**src/rtl/fir_pkg.sv**
```systemverilog
// fir_pkg: shared defaults, walk-length constants and FSM state encoding for the FIR decimator control path
package fir_pkg;

    localparam int FIR_WIDTH    = 24;
    localparam int FIR_TAPS     = 64;
    localparam int FLUSH_CYCLES = 1;
    localparam int WALK_CYCLES  = FIR_TAPS + 4;

    localparam logic [2:0] S_IDLE    = 3'd0;
    localparam logic [2:0] S_CLEAR   = 3'd1;
    localparam logic [2:0] S_MAC     = 3'd2;
    localparam logic [2:0] S_FLUSH   = 3'd3;
    localparam logic [2:0] S_READ    = 3'd4;
    localparam logic [2:0] S_CAPTURE = 3'd5;

endpackage

```
**src/rtl/fir_sample_buf.sv**
```systemverilog
// fir_sample_buf: circular sample store with one write port and a combinational read port, cleared on reset
module fir_sample_buf
    import fir_pkg::*;
#(
    parameter int WIDTH = FIR_WIDTH,
    parameter int TAPS  = FIR_TAPS,
    parameter int AW    = $clog2(TAPS)
) (
    input  logic             i_clk,
    input  logic             i_rst_n,
    input  logic             i_wr_en,
    input  logic [AW-1:0]    i_wr_addr,
    input  logic [WIDTH-1:0] i_wr_data,
    input  logic [AW-1:0]    i_rd_addr,
    output logic [WIDTH-1:0] o_rd_data
);

    logic [WIDTH-1:0] r_mem [TAPS];

    // Zero every slot on reset, otherwise store the strobed sample
    always_ff @(posedge i_clk or negedge i_rst_n) begin
        if (!i_rst_n) begin
            for (int i = 0; i < TAPS; i++) r_mem[i] <= '0;
        end else if (i_wr_en) begin
            r_mem[i_wr_addr] <= i_wr_data;
        end
    end

    assign o_rd_data = r_mem[i_rd_addr];

endmodule

```
**src/rtl/fir_mac_sequencer.sv**
```systemverilog
// fir_mac_sequencer: buffers samples, decimates, and sequences the MAC over all taps once per DECIM samples
module fir_mac_sequencer
    import fir_pkg::*;
#(
    parameter int WIDTH = FIR_WIDTH,
    parameter int TAPS  = FIR_TAPS,
    parameter int DECIM = 8,
    parameter int AW    = $clog2(TAPS)
) (
    input  logic               i_clk,
    input  logic               i_rst_n,
    input  logic               i_in_strobe,
    input  logic [WIDTH-1:0]   i_in_data,
    output logic [AW-1:0]      o_coef_addr,
    input  logic [WIDTH-1:0]   i_coef_data,
    output logic               o_mac_clr,
    output logic               o_mac_wren,
    output logic               o_mac_rden,
    output logic [WIDTH-1:0]   o_mac_m1,
    output logic [WIDTH-1:0]   o_mac_m2,
    input  logic [2*WIDTH-1:0] i_mac_accum,
    output logic               o_out_strobe,
    output logic [2*WIDTH-1:0] o_out_data,
    output logic               o_busy,
    output logic               o_overrun
);

    localparam int DW = (DECIM > 1) ? $clog2(DECIM) : 1;

    logic [2:0]         r_state;
    logic [AW-1:0]      r_tap;
    logic [AW-1:0]      r_wr_ptr;
    logic [AW-1:0]      r_newest;
    logic [DW-1:0]      r_dec;
    logic               r_overrun;
    logic [2*WIDTH-1:0] r_out_data;
    logic               w_trig;
    logic               w_busy;
    logic               w_tap_last;
    logic [WIDTH-1:0]   w_rd_data;

    assign w_trig     = i_in_strobe && (r_dec == DW'(DECIM - 1));
    assign w_busy     = (r_state != S_IDLE);
    assign w_tap_last = (r_tap == AW'(TAPS - 1));

    fir_sample_buf #(
        .WIDTH (WIDTH),
        .TAPS  (TAPS),
        .AW    (AW)
    ) u_buf (
        .i_clk     (i_clk),
        .i_rst_n   (i_rst_n),
        .i_wr_en   (i_in_strobe),
        .i_wr_addr (r_wr_ptr),
        .i_wr_data (i_in_data),
        .i_rd_addr (r_newest - r_tap),
        .o_rd_data (w_rd_data)
    );

    // Every input strobe advances the write pointer and the decimation count, in any state
    always_ff @(posedge i_clk or negedge i_rst_n) begin
        if (!i_rst_n) begin
            r_wr_ptr <= '0;
            r_dec    <= '0;
        end else if (i_in_strobe) begin
            r_wr_ptr <= r_wr_ptr + 1'b1;
            r_dec    <= w_trig ? '0 : r_dec + 1'b1;
        end
    end

    // Walk sequencer: CLEAR, TAPS MAC cycles, FLUSH to drain the product stage, READ, CAPTURE
    always_ff @(posedge i_clk or negedge i_rst_n) begin
        if (!i_rst_n) begin
            r_state  <= S_IDLE;
            r_tap    <= '0;
            r_newest <= '0;
        end else begin
            case (r_state)
                S_IDLE: if (w_trig) begin
                    r_state  <= S_CLEAR;
                    r_newest <= r_wr_ptr;
                end
                S_CLEAR: begin
                    r_state <= S_MAC;
                    r_tap   <= '0;
                end
                S_MAC: begin
                    r_tap   <= r_tap + 1'b1;
                    r_state <= w_tap_last ? S_FLUSH : S_MAC;
                end
                S_FLUSH: r_state <= S_READ;
                S_READ:  r_state <= S_CAPTURE;
                default: r_state <= S_IDLE;
            endcase
        end
    end

    // Sticky overrun on a trigger dropped while busy; hold the last captured result
    always_ff @(posedge i_clk or negedge i_rst_n) begin
        if (!i_rst_n) begin
            r_overrun  <= 1'b0;
            r_out_data <= '0;
        end else begin
            if (w_trig && w_busy) r_overrun <= 1'b1;
            if (r_state == S_CAPTURE) r_out_data <= i_mac_accum;
        end
    end

    // The coefficient ROM has one cycle of latency, so the address runs one tap ahead of the data
    assign o_coef_addr  = (r_state == S_MAC) ? r_tap + 1'b1 : '0;
    assign o_mac_clr    = (r_state == S_CLEAR);
    assign o_mac_wren   = (r_state == S_MAC) || (r_state == S_FLUSH);
    assign o_mac_rden   = (r_state == S_READ);
    assign o_mac_m1     = (r_state == S_MAC) ? w_rd_data : '0;
    assign o_mac_m2     = (r_state == S_MAC) ? i_coef_data : '0;
    assign o_out_strobe = (r_state == S_CAPTURE);
    // Bypass during CAPTURE so out_data is already valid alongside its strobe
    assign o_out_data   = o_out_strobe ? i_mac_accum : r_out_data;
    assign o_busy       = w_busy;
    assign o_overrun    = r_overrun;

endmodule
```
**config.mk**
```make
export PLATFORM = sky130hd
export DESIGN_NAME = fir_mac_sequencer
export DESIGN_NICKNAME = d
export VERILOG_FILES = /design/src/rtl/fir_pkg.sv /design/src/rtl/fir_sample_buf.sv /design/src/rtl/fir_mac_sequencer.sv
export SDC_FILE = /design/constraint.sdc
export NUM_CORES = 2
export LEC_CHECK = 0
export BUFFER_PORTS_ARGS = -buffer_cell sky130_fd_sc_hd__buf_2
export CELL_PAD_IN_SITES_DETAIL_PLACEMENT = 1
export CELL_PAD_IN_SITES_GLOBAL_PLACEMENT = 1
export CORE_ASPECT_RATIO = 1.2
export CORE_UTILIZATION = 30
export DETAILED_ROUTE_END_ITERATION = 10
export HOLD_SLACK_MARGIN = 0.08
export PLACE_DENSITY_LB_ADDON = 0.1
export SLEW_MARGIN = 20
export SYNTH_ARGS = -nofsm -noshare
export SYNTH_HDL_FRONTEND = slang
export SYNTH_SLANG_ARGS = --single-unit
```
**constraint.sdc**
```tcl
create_clock -name i_clk -period 3.8 [get_ports i_clk]
set_clock_uncertainty 0.15 [all_clocks]
set_input_delay 0.76 -clock i_clk [delete_from_list [all_inputs] [get_ports i_clk]]
set_output_delay 0.76 -clock i_clk [all_outputs]
set_load 0.02 [all_outputs]
```
==> impl_metrics.tcl <==
set metrics [dict create \
    critPathKind "flip-flop to primary output" \
    synth_largest_type_area_fraction 0.547 \
    cts_htree_levels 4 \
    report.final.setup_viol 24 \
    yosysTopAreaCell "dfrtp_1" \
    antenna_violating_nets_post_route 0 \
    drc_errors 0 \
    totalWireLength_um 249000 \
    critPathCaptureType "primary output" \
    tightest_slew_ns 1.10 \
    ys_async_rst_share 1.00 \
    cellPowerDensity_nw_per_um2 597 \
    syn_nets 5192 \
    number_of_drc_violations_after_detailed_routing_iteration_0 2023 \
    run_status "finished, violations left" \
    dieWidth_um 454 \
    period_needed_ns 5.18 \
    yosys-top-cells-area "dfrtp_1 (55%), mux2_2 (21%), mux4_2 (12%), nand2_1 (3.1%), mux2_1 (2.8%)" \
    placeableCoreArea_um2 243000 \
    clk_path_buf_depth 4 \
    yosysWarningCount 0 \
    routed_wire_length_per_instance_um 27.8 \
    gpl.final_weighted_congestion 0.767 \
    synth_seq_area_share 0.547 \
    via_count_of_the_first_global_routing_pass 50900 \
    layout.core_utilization 0.372 \
    critPathRequiredTime_ns 2.89 \
    netlist_top_cells_count "dfrtp_1 (1,609), mux2_2 (1,357), nand2_1 (603), mux4_2 (384), clkbuf_1 (237)" \
    netlist_area_um2 73600 \
    synth-seq-cells 1609 \
    stdcell_count 8956 \
    globalRouteTotalUtil 0.204 \
    cts_tree "built" \
    drt_pre_antenna_iters 4 \
    path_clk_slew_ns 0.06 \
    slew-limit-headroom 0.266 \
    drv_slew 0 \
    fin_crit_sh 1.36 \
    static-leakage-power_nw 41.3 \
    pin_count 207 \
    global_route_overflow 0 \
    critPathArrivalTime_ns 4.27 \
    synthMostInstantiatedCell "dfrtp_1" \
    grt_start_max_net_pins 86 \
    postSynthAreaPerCell_um2 14.5 \
    die_height_um 545 \
    clock_sinks 1609 \
    num-fill-cells 24700 \
    rsz_0062_raised_after_global_routing "true" \
    synth_ff_type "dfrtp_1" \
    timing.final.ws_setup_ns -1.38 \
    die-area_um2 247000 \
    synth_edf_count 0 \
    placementRows 198 \
    finalHoldViolCount 0 \
    failed_checks "setup timing" \
    cell_at_the_root_of_the_clock_tree "clkbuf_16" \
    placedCellCount 8492 \
    max-vdd-ir-drop_mv 0.334 \
    post_synth_inst_count 5083 \
    path_max_fanout 8 \
    io_buffers 206 \
    post-dp-hpwl_um 160000 \
    tritoncts.num_buffers 188 \
    synth.distinct_cells 54 \
    critical_path.startpoint_type "flip-flop" \
    hp-class "input port to flip-flop" \
    maxClockFrequency_ghz 0.193 \
    grt_antenna_before_repair 3 \
    detail_route.vias_per_cell 5.05 \
    num_vias 45300 \
    design.final.nets 5718 \
    synthToLayoutAreaGrowth_pct 22.9 \
    insertion_delay_ns 0.84 \
    layout-drive-gt1-share 0.515 \
    maxCapViolations 0 \
    grt_first_pass_wirelength_um 372000 \
    initial_core_util 0.303 \
]
## metrics by stage
step           cell area (um2)  power, W  TNS (ns)  worst slack [ns]  hold WS [ns]
2_1_floorplan            73600    0.0319         0             0.183         0.302
3_3_place_gp             82300    0.0353    -11.08            -0.811         0.300
3_5_place_dp             82300    0.0358    -11.18            -0.812         0.303
6_report                 90400    0.0540    -29.93             -1.38         0.196
5_1_grt                  90400    0.0568    -33.05             -1.46         0.184
4_1_cts                  89900    0.0547    -34.33             -1.51         0.148
## power by group
part	internal [W]	switching [W]
clock network	0.0108	0.00751
logic	0.00642	0.00433
registers	0.0222	0.00264
## cells by family (layout without fill, tap and decap cells)
| family | count (synthesis) | after routing | share of synthesized area |
|---|---|---|---|
| adder cells (fa/ha/maj) | 10 | 10 | 0.00180 |
| flip-flops | 1609 | 1609 | 0.547 |
| AO/OA/AOI/OAI | 221 | 221 | 0.0205 |
| other | 0 | 8 | 0 |
| AND/OR/NAND/NOR | 804 | 805 | 0.0464 |
| buffers and inverters | 501 | 1165 | 0.0295 |
| multiplexers | 1926 | 1926 | 0.353 |
| XOR/XNOR | 12 | 12 | 0.00143 |
## area by class of cell
| class | count | area (um2) | area share |
|---|---|---|---|
| Antenna cell | 8 | 20.0 | 0.000221 |
| Clock buffer | 297 | 5770 | 0.0638 |
| Clock inverter | 32 | 357 | 0.00394 |
| Inverter | 9 | 37.5 | 0.000415 |
| Multi-Input combinational cell | 2974 | 31900 | 0.352 |
| Sequential cell | 1609 | 40300 | 0.445 |
| Tap cell | 3200 | 4000 | 0.0443 |
| Timing Repair Buffer | 827 | 8110 | 0.0897 |
## worst max-delay path, cell delays in order (launching register included)
cell and delay [ns]:
dfrtp_1 0.41, ha_4 0.17, fa_4 0.83, buf_12 0.17, buf_12 0.14, buf_8 0.11
mux4_2 0.30, nand2_1 0.07, nand2_1 0.06, o211ai_1 0.45, buf_4 0.20, nand4_1 0.24
buf_6 0.23
## layer usage
layer | track usage | part of all wire
met1 | 0.273 | 0.45
met2 | 0.353 | 0.50
met3 | 0.0216 | 0.025
met4 | 0.0480 | 0.023
met5 | 0 | 0
## layout by cell type (no fill, tap or decap), drive strengths merged, types with 50 or more instances in the layout
cell and instances:
mux4 384, mux2 1542, nor2 60, buf 770, clkbuf 304, dfrtp 1609
nand4 75, a21oi 100, nand2 603, dlygate4sd3 50
## registers in the layout, indices dropped and copies added, names as in the netlist
| signal | flops |
|---|---|
| o_overrun | 1 |
| r_dec | 3 |
| r_tap | 6 |
| r_newest | 6 |
| r_out_data | 48 |
| u_buf.r_mem | 1536 |
| r_wr_ptr | 6 |
| r_state | 3 |
## final timing paths
| check | start | cells past startpoint | slack (ns) | to |
|---|---|---|---|---|
| max | r_tap[0] | 12 | -1.38 | o_mac_m1[18] |
| min | i_in_data[5] | 2 | 0.20 | u_buf.r_mem[845] |
| max reg2reg | r_wr_ptr[5] | 4 | 0.95 | u_buf.r_mem[426] |
| min reg2reg | r_out_data[47] | 2 | 0.32 | r_out_data[47] |
| max in group asynchronous | i_rst_n | 3 | 1.65 | u_buf.r_mem[119] |
| min in group asynchronous | i_rst_n | 2 | 0.46 | u_buf.r_mem[952] |
## repair_timing
action | CTS | global route
gates resized for setup | 112 | 68
hold buffers | 50 | 0
endpoints found under the setup margin | 29 | 24
pin swaps | 56 | 77
hold endpoints to repair | 95 | 0
buffers inserted | 42 | 29
gates cloned | 4 | 7
(Power assumes the default switching activity.)
